==> config.mk <==
export PLATFORM = sky130hd
export DESIGN_NAME = exec_arbiter
export DESIGN_NICKNAME = d
export VERILOG_FILES = /design/src/rtl/exec_arbiter.sv
export SDC_FILE = /design/constraint.sdc
export NUM_CORES = 1
export LEC_CHECK = 0
export BUFFER_PORTS_ARGS = -buffer_cell sky130_fd_sc_hd__buf_4
export CORE_ASPECT_RATIO = 0.75
export CORE_MARGIN = 3
export CORE_UTILIZATION = 44
export CTS_BUF_LIST = sky130_fd_sc_hd__clkbuf_8 sky130_fd_sc_hd__clkbuf_16
export CTS_CLUSTER_DIAMETER = 60
export CTS_CLUSTER_SIZE = 20
export DETAILED_ROUTE_END_ITERATION = 8
export PLACE_DENSITY = 0.85
export SLEW_MARGIN = 20
export SYNTH_ARGS = -nofsm -noshare
export SYNTH_HDL_FRONTEND = slang
export SYNTH_SLANG_ARGS = --single-unit
==> constraint.sdc <==
create_clock -name i_clk -period 2.8 [get_ports i_clk]
set_input_delay 0.84 -clock i_clk [delete_from_list [all_inputs] [get_ports i_clk]]
set_output_delay 0.84 -clock i_clk [all_outputs]
set_load 0.05 [all_outputs]
==> src/rtl/exec_arbiter.sv <==
// ---------------------------------------------------------------------------
// exec_arbiter
//   Two-port round-robin arbiter and sequencer for the shared execute ALU.
//   The winning request's operands are registered onto the ex_* outputs and
//   held there. The combinational ALU result is captured one cycle later and
//   returned over a response handshake tagged with the requester id.
//
// Ports
//   i_clk, i_rst_n            clock (rising edge), async active-low reset
//   i_req_valid / o_req_ready per-port request handshake (bit 0 = port 0)
//   i_req{0,1}_op/_src        opcode and source select per port
//   i_req{0,1}_rd1/_rd2/_ext  register operands and immediate per port
//   o_ex_alu_op/_alu_src      registered opcode / source select to execute
//   o_ex_rd1/_rd2/_ext        registered operands to execute
//   i_ex_res/_zero/_ofl       result and flags from execute
//   o_rsp_valid / i_rsp_ready response handshake
//   o_rsp_id                  port the response belongs to
//   o_rsp_res/_zero/_ofl      captured result and flags
// ---------------------------------------------------------------------------
module exec_arbiter #(
    parameter int unsigned WIDTH = 16,
    parameter int unsigned OPW   = 4
) (
    input  logic             i_clk,
    input  logic             i_rst_n,
    input  logic [1:0]       i_req_valid,
    output logic [1:0]       o_req_ready,
    input  logic [OPW-1:0]   i_req0_op,
    input  logic [WIDTH-1:0] i_req0_rd1,
    input  logic [WIDTH-1:0] i_req0_rd2,
    input  logic [WIDTH-1:0] i_req0_ext,
    input  logic             i_req0_src,
    input  logic [OPW-1:0]   i_req1_op,
    input  logic [WIDTH-1:0] i_req1_rd1,
    input  logic [WIDTH-1:0] i_req1_rd2,
    input  logic [WIDTH-1:0] i_req1_ext,
    input  logic             i_req1_src,
    output logic [OPW-1:0]   o_ex_alu_op,
    output logic             o_ex_alu_src,
    output logic [WIDTH-1:0] o_ex_rd1,
    output logic [WIDTH-1:0] o_ex_rd2,
    output logic [WIDTH-1:0] o_ex_ext,
    input  logic [WIDTH-1:0] i_ex_res,
    input  logic             i_ex_zero,
    input  logic             i_ex_ofl,
    output logic             o_rsp_valid,
    input  logic             i_rsp_ready,
    output logic             o_rsp_id,
    output logic [WIDTH-1:0] o_rsp_res,
    output logic             o_rsp_zero,
    output logic             o_rsp_ofl
);

    localparam logic [1:0] ST_IDLE  = 2'd0;
    localparam logic [1:0] ST_ISSUE = 2'd1;
    localparam logic [1:0] ST_HOLD  = 2'd2;

    logic [1:0]       r_state;
    logic [1:0]       w_state_next;
    logic             r_last_grant;
    logic             r_ex_id;
    logic [OPW-1:0]   r_ex_alu_op;
    logic             r_ex_alu_src;
    logic [WIDTH-1:0] r_ex_rd1;
    logic [WIDTH-1:0] r_ex_rd2;
    logic [WIDTH-1:0] r_ex_ext;
    logic             r_rsp_id;
    logic [WIDTH-1:0] r_rsp_res;
    logic             r_rsp_zero;
    logic             r_rsp_ofl;

    logic             w_open;
    logic             w_accept;
    logic             w_grant_id;
    logic [OPW-1:0]   w_op;
    logic             w_src;
    logic [WIDTH-1:0] w_rd1;
    logic [WIDTH-1:0] w_rd2;
    logic [WIDTH-1:0] w_ext;

    // Arbitration and accept. Depends only on state, valids, last grant and
    // rsp_ready, never on the request payload.
    always_comb begin
        // A lone valid port wins; on contention the port not granted last wins.
        w_grant_id = (&i_req_valid) ? ~r_last_grant : i_req_valid[1];
        w_open     = (r_state == ST_IDLE) || ((r_state == ST_HOLD) && i_rsp_ready);
        // Gating with reset keeps ready low while reset is held, since the
        // state register already reads IDLE during that time.
        w_accept   = i_rst_n && w_open && (|i_req_valid);
        o_req_ready = 2'b00;
        if (w_accept) begin
            o_req_ready = w_grant_id ? 2'b10 : 2'b01;
        end
    end

    // Winner's payload.
    always_comb begin
        w_op  = w_grant_id ? i_req1_op  : i_req0_op;
        w_src = w_grant_id ? i_req1_src : i_req0_src;
        w_rd1 = w_grant_id ? i_req1_rd1 : i_req0_rd1;
        w_rd2 = w_grant_id ? i_req1_rd2 : i_req0_rd2;
        w_ext = w_grant_id ? i_req1_ext : i_req0_ext;
    end

    always_comb begin
        w_state_next = r_state;
        case (r_state)
            ST_IDLE: begin
                if (w_accept) begin
                    w_state_next = ST_ISSUE;
                end
            end
            ST_ISSUE: begin
                w_state_next = ST_HOLD;
            end
            ST_HOLD: begin
                // Response consumed: chain straight into the next op if one
                // was accepted in the same cycle, otherwise go idle.
                if (i_rsp_ready) begin
                    w_state_next = w_accept ? ST_ISSUE : ST_IDLE;
                end
            end
            default: begin
                w_state_next = ST_IDLE;
            end
        endcase
    end

    always_ff @(posedge i_clk or negedge i_rst_n) begin
        if (!i_rst_n) begin
            r_state      <= ST_IDLE;
            r_last_grant <= 1'b1;
            r_ex_id      <= 1'b0;
            r_ex_alu_op  <= '0;
            r_ex_alu_src <= 1'b0;
            r_ex_rd1     <= '0;
            r_ex_rd2     <= '0;
            r_ex_ext     <= '0;
            r_rsp_id     <= 1'b0;
            r_rsp_res    <= '0;
            r_rsp_zero   <= 1'b0;
            r_rsp_ofl    <= 1'b0;
        end else begin
            r_state <= w_state_next;
            if (w_accept) begin
                r_last_grant <= w_grant_id;
                r_ex_id      <= w_grant_id;
                r_ex_alu_op  <= w_op;
                r_ex_alu_src <= w_src;
                r_ex_rd1     <= w_rd1;
                r_ex_rd2     <= w_rd2;
                r_ex_ext     <= w_ext;
            end
            // Execute has had the full ISSUE cycle to settle.
            if (r_state == ST_ISSUE) begin
                r_rsp_id   <= r_ex_id;
                r_rsp_res  <= i_ex_res;
                r_rsp_zero <= i_ex_zero;
                r_rsp_ofl  <= i_ex_ofl;
            end
        end
    end

    assign o_ex_alu_op  = r_ex_alu_op;
    assign o_ex_alu_src = r_ex_alu_src;
    assign o_ex_rd1     = r_ex_rd1;
    assign o_ex_rd2     = r_ex_rd2;
    assign o_ex_ext     = r_ex_ext;
    assign o_rsp_valid  = (r_state == ST_HOLD);
    assign o_rsp_id     = r_rsp_id;
    assign o_rsp_res    = r_rsp_res;
    assign o_rsp_zero   = r_rsp_zero;
    assign o_rsp_ofl    = r_rsp_ofl;

endmodule

== Word level (Yosys, flattened, before mapping) ==
Index checks and enable logic that the tools add are counted.
Storage, ports and cells
  register bits after elaboration: 76
  bits of input ports: 129
  output and inout bits: 75
  logic and storage cells: 37
Cells by class
  equal/unequal tests: 4
  mux-type cells: 12
  bitwise logic cells: 1
  reduce and logical (&&, ||, !) cells: 8
Operator list (count)
  $mux W16: 3
  $mux W2: 4
  $pmux W2 S3: 1
  $mux W4: 1
  $reduce_and A2 Y1: 2
  $logic_and A1 B1 Y1: 3
  $mux W1: 3
  $eq A2 B1 Y1 const B: 1
  $eq A2 B2 Y1 const B: 1
  $logic_not A2 Y1: 1
  $ne A2 B1 Y1 const B: 1
  $ne A2 B2 Y1 const B: 1
  $reduce_or A2 Y1: 1
  $logic_or A1 B1 Y1: 1
  $not A1 Y1: 1

== Logic depth before layout (Yosys ltp) ==
  depth after elaboration: 8
  gate-level depth with buffers: 6
  mapped depth without buffers: 3

== Least setup slack after synthesis ==
Ideal clock, no wire load.
  kind: input to output
  from: input port i_rsp_ready
  to: output port o_req_ready[0]
  arrival: 2.564 ns
  required time: 1.960 ns
  setup slack: -0.604 ns
  cell stages on the path: 5
  path buffers: 2
  path through: nor2b_1 clkbuf_1 buf_2 or2_2 nor3_1
Between the ends
  cells in the longest elaborated chain, start to end: 5
RTL lines
  start, declared: RTL line 47  | input logic i_rsp_ready,
  $logic_and A1 B1 Y1: RTL line 86  | w_open = (r_state == ST_IDLE) || ((r_state == ST_HOLD) && i_rsp_ready);
  $logic_or A1 B1 Y1: RTL line 86
  $logic_and A1 B1 Y1 (2 in a row): RTL line 89  | w_accept = i_rst_n && w_open && (|i_req_valid);
  $mux W2: RTL line 91  | if (w_accept) begin
  end, declared: RTL line 27  | output logic [1:0] o_req_ready,
No other way between the ends.

== Worst setup path in the final report ==
  from: input port i_rst_n
  to: output port o_req_ready[0]
Between the ends
  cells in the longest elaborated chain, start to end: 3
RTL lines
  start, declared: RTL line 25  | input logic i_rst_n,
  $logic_and A1 B1 Y1 (2 in a row): RTL line 89
  $mux W2: RTL line 91
No other way between the ends.

==> impl_metrics.ini <==
[clock_network]
numCtsBuffers = 9
cts_num_sinks = 76
htree_num_levels = 3
cts.path.max_buffers = 2
cts_setup_buffers = 0
postCtsHoldBufs = 0
cts_resized = 0
root_buffer = clkbuf_8
cts_tree = built
path_clk_slew_ns = 0.08
clock_latency_ns = 0.32

[critical_path]
critPathRequiredTime_ns = 1.96
arrival_ns = 1.72
start_kind = input port
reg2reg_to = o_ex_rd1[10]
r2r_cells = 5
path_class = input port to output port
rrSetupSlack_ns = 0.83
crit_fanout = 4
r2r-start = r_state[1]
end_kind = output port

[drt]
drt_iter0_markers = 265
vias = 3480
ant_nets = 0
drt-pass1-iter-count = 4
drc_errors = 0
wl_per_cell_um = 18.19
wl_um = 10990
avgViaCountPerCell = 5.762

[layout]
drive_gt1_share_pct = 50.70
regArea_mm2 = 0.001903
final_nets = 628
n_antenna_cell = 0
area_growth_pct = 49.79
design_area_mm2 = 0.005296
fillers = 560
multiInputGateArea_mm2 = 0.001444
fin_util_pct = 69.99

[placement]
dpl_worst_slack_ns = 0.2291
post_dp_cell_area_mm2 = 0.005087
hpwl_um = 7921
io_buffers = 203
gp_congestion = 0.7958

[power_and_ir_drop]
switching_share_pct = 45.26
intPower_mw = 2.787
leakage_nw = 2.557
p_per_area_mw_per_mm2 = 961.5
seq_power_share_pct = 32.7
pwr-share-clk_pct = 17.0
ir_worst_vdd_v = 0.0005927
p_comb_share_pct = 50.4
p_sw_mw = 2.305

[floorplan]
die_area_mm2 = 0.009159
placement_rows = 27
ios = 204
core-area_mm2 = 0.007567
fp.dieW_um = 109.5
initial_core_util_pct = 46.73
die_height_um = 83.64

[sta]
timing.setup.tns_ns = 0
clock.fmax_mhz = 390.8
setup_viol = 0
finClkSkew_ns = 0.007341
timing.final.ws_setup_ns = 0.2412
rsz0062_at_grt = false
finalCritPeriodShare_pct = 91.39
worst_slew_pin_slew_ns = 0.9358
hold_ws_ns = 0.5078
slew_violations = 0
slew_headroom_pct = 37.61
finalCriticalPeriod_ns = 2.559
hold_viol = 0

[synth]
ys_async_sr_fraction_pct = 100.0
synth_common_cells = dfrtp_1, a221o_1, nand2_1, nor4_1, clkbuf_1
ys.flop_type = dfrtp_1
synth-edff-count = 0
synth-seq-cells = 76
syn_area_mm2 = 0.003536
synth_area_leaders = dfrtp_1, a221o_1, nor4_1, mux2_2, nand2_1
syn_avg_cell_area_um2 = 11.26
synth_most_common_cell = dfrtp_1
synthCells = 314
yosysUniqueCellTypes = 21
synth-seq-area-share_pct = 53.82
syn_nets = 443
synth_area_leader_cell = dfrtp_1
synth_top_area_share_pct = 53.08
yosys_warnings = 0

[worst_hold_path]
worstHoldPathCells = 1
hold_end = o_rsp_res[12]
hold_path_class = register to register
hp-start = o_rsp_res[12]

[grt]
grt_pass1_vias = 3440
overflow = 0
antenna_found_initial = 0
grt_max_degree = 77
grt_first_pass_wirelength_um = 17390
grtUsageTotal_pct = 23.68

[status]
status = complete, no violations

[flow_run]
drv_cap = 0
[worst max-delay path, stage by stage]
cell,delay (ns)
buf_4,0.10
nand2b_4,0.07
or2_4,0.27
nor3_4,0.20
buf_4,0.23
[layout make-up]
cell class	count	area share (%)
Timing Repair Buffer	213	30.19
Sequential cell	76	35.93
Clock buffer	12	3.118
Clock inverter	3	0.8268
Multi-Input combinational cell	195	27.26
Inverter	4	0.2835
Tap cell	101	2.386
[power groups by stage]
| stage | combinational (mW) | clock, mW | sequential [mW] |
|---|---|---|---|
| floorplan | 0.566 | 0 | 2.80 |
| global placement | 2.54 | 0 | 1.67 |
| detailed placement | 2.59 | 0 | 1.67 |
| CTS | 2.58 | 0.885 | 1.66 |
| global route | 2.68 | 0.945 | 1.70 |
| finish | 2.56 | 0.864 | 1.66 |
[worst max path at each step]
stage / startpoint / to / slack, ns / cells after the start
after detailed placement: i_rst_n / o_req_ready[0] / 0.23 / 5
after global routing: i_rst_n / o_req_ready[0] / 0.21 / 5
after floorplan: i_rst_n / o_req_ready[0] / 0.07 / 5
final: i_rst_n / o_req_ready[0] / 0.24 / 5
after global placement: i_rst_n / o_req_ready[0] / 0.24 / 5
after CTS: i_rst_n / o_req_ready[0] / 0.23 / 5
[sequential cells by signal, summed over array words and instances, names as in the netlist]
name          cells
r_ex_id           1
o_rsp_id          1
o_rsp_res        16
o_ex_rd1         16
r_last_grant      1
o_rsp_zero        1
o_ex_alu_op       4
r_state           2
o_rsp_ofl         1
o_ex_ext         16
o_ex_alu_src      1
o_ex_rd2         16
[per-layer routing]
layer	part of all wire (%)	vias up	track usage, %
li1	-	1591	-
met1	39	1680	30.99
met2	49	193	39.06
met3	10	16	5.723
met4	1.6	0	6.455
met5	0	-	0
[logic make-up (layout without fill, tap and decap cells)]
family                 Yosys count  after routing  share of synthesized area [%]
AO/OA/AOI/OAI                   60             60                          17.02
AND/OR/NAND/NOR                116            116                          16.91
multiplexers                    19             19                          6.051
flip-flops                      76             76                          53.82
buffers and inverters           43            232                          6.192
[layout by cell type, fill, tap and decap left out, types with 2 or more instances in the layout]
cell / instances
nand2b_1: 4
inv_1: 4
o21ai_0: 2
dfrtp_1: 75
mux2_2: 19
nor4_1: 53
nor2b_4: 2
a221o_1: 53
clkbuf_8: 12
buf_4: 213
nand2_1: 53
[per-stage QoR]
stage	std cells	total power, mW
floorplan	314	3.370
global placement	589	4.207
detailed placement	589	4.257
CTS	604	5.131
global route	604	5.325
finish	604	5.092
Power figures use the tool's default switching activity.
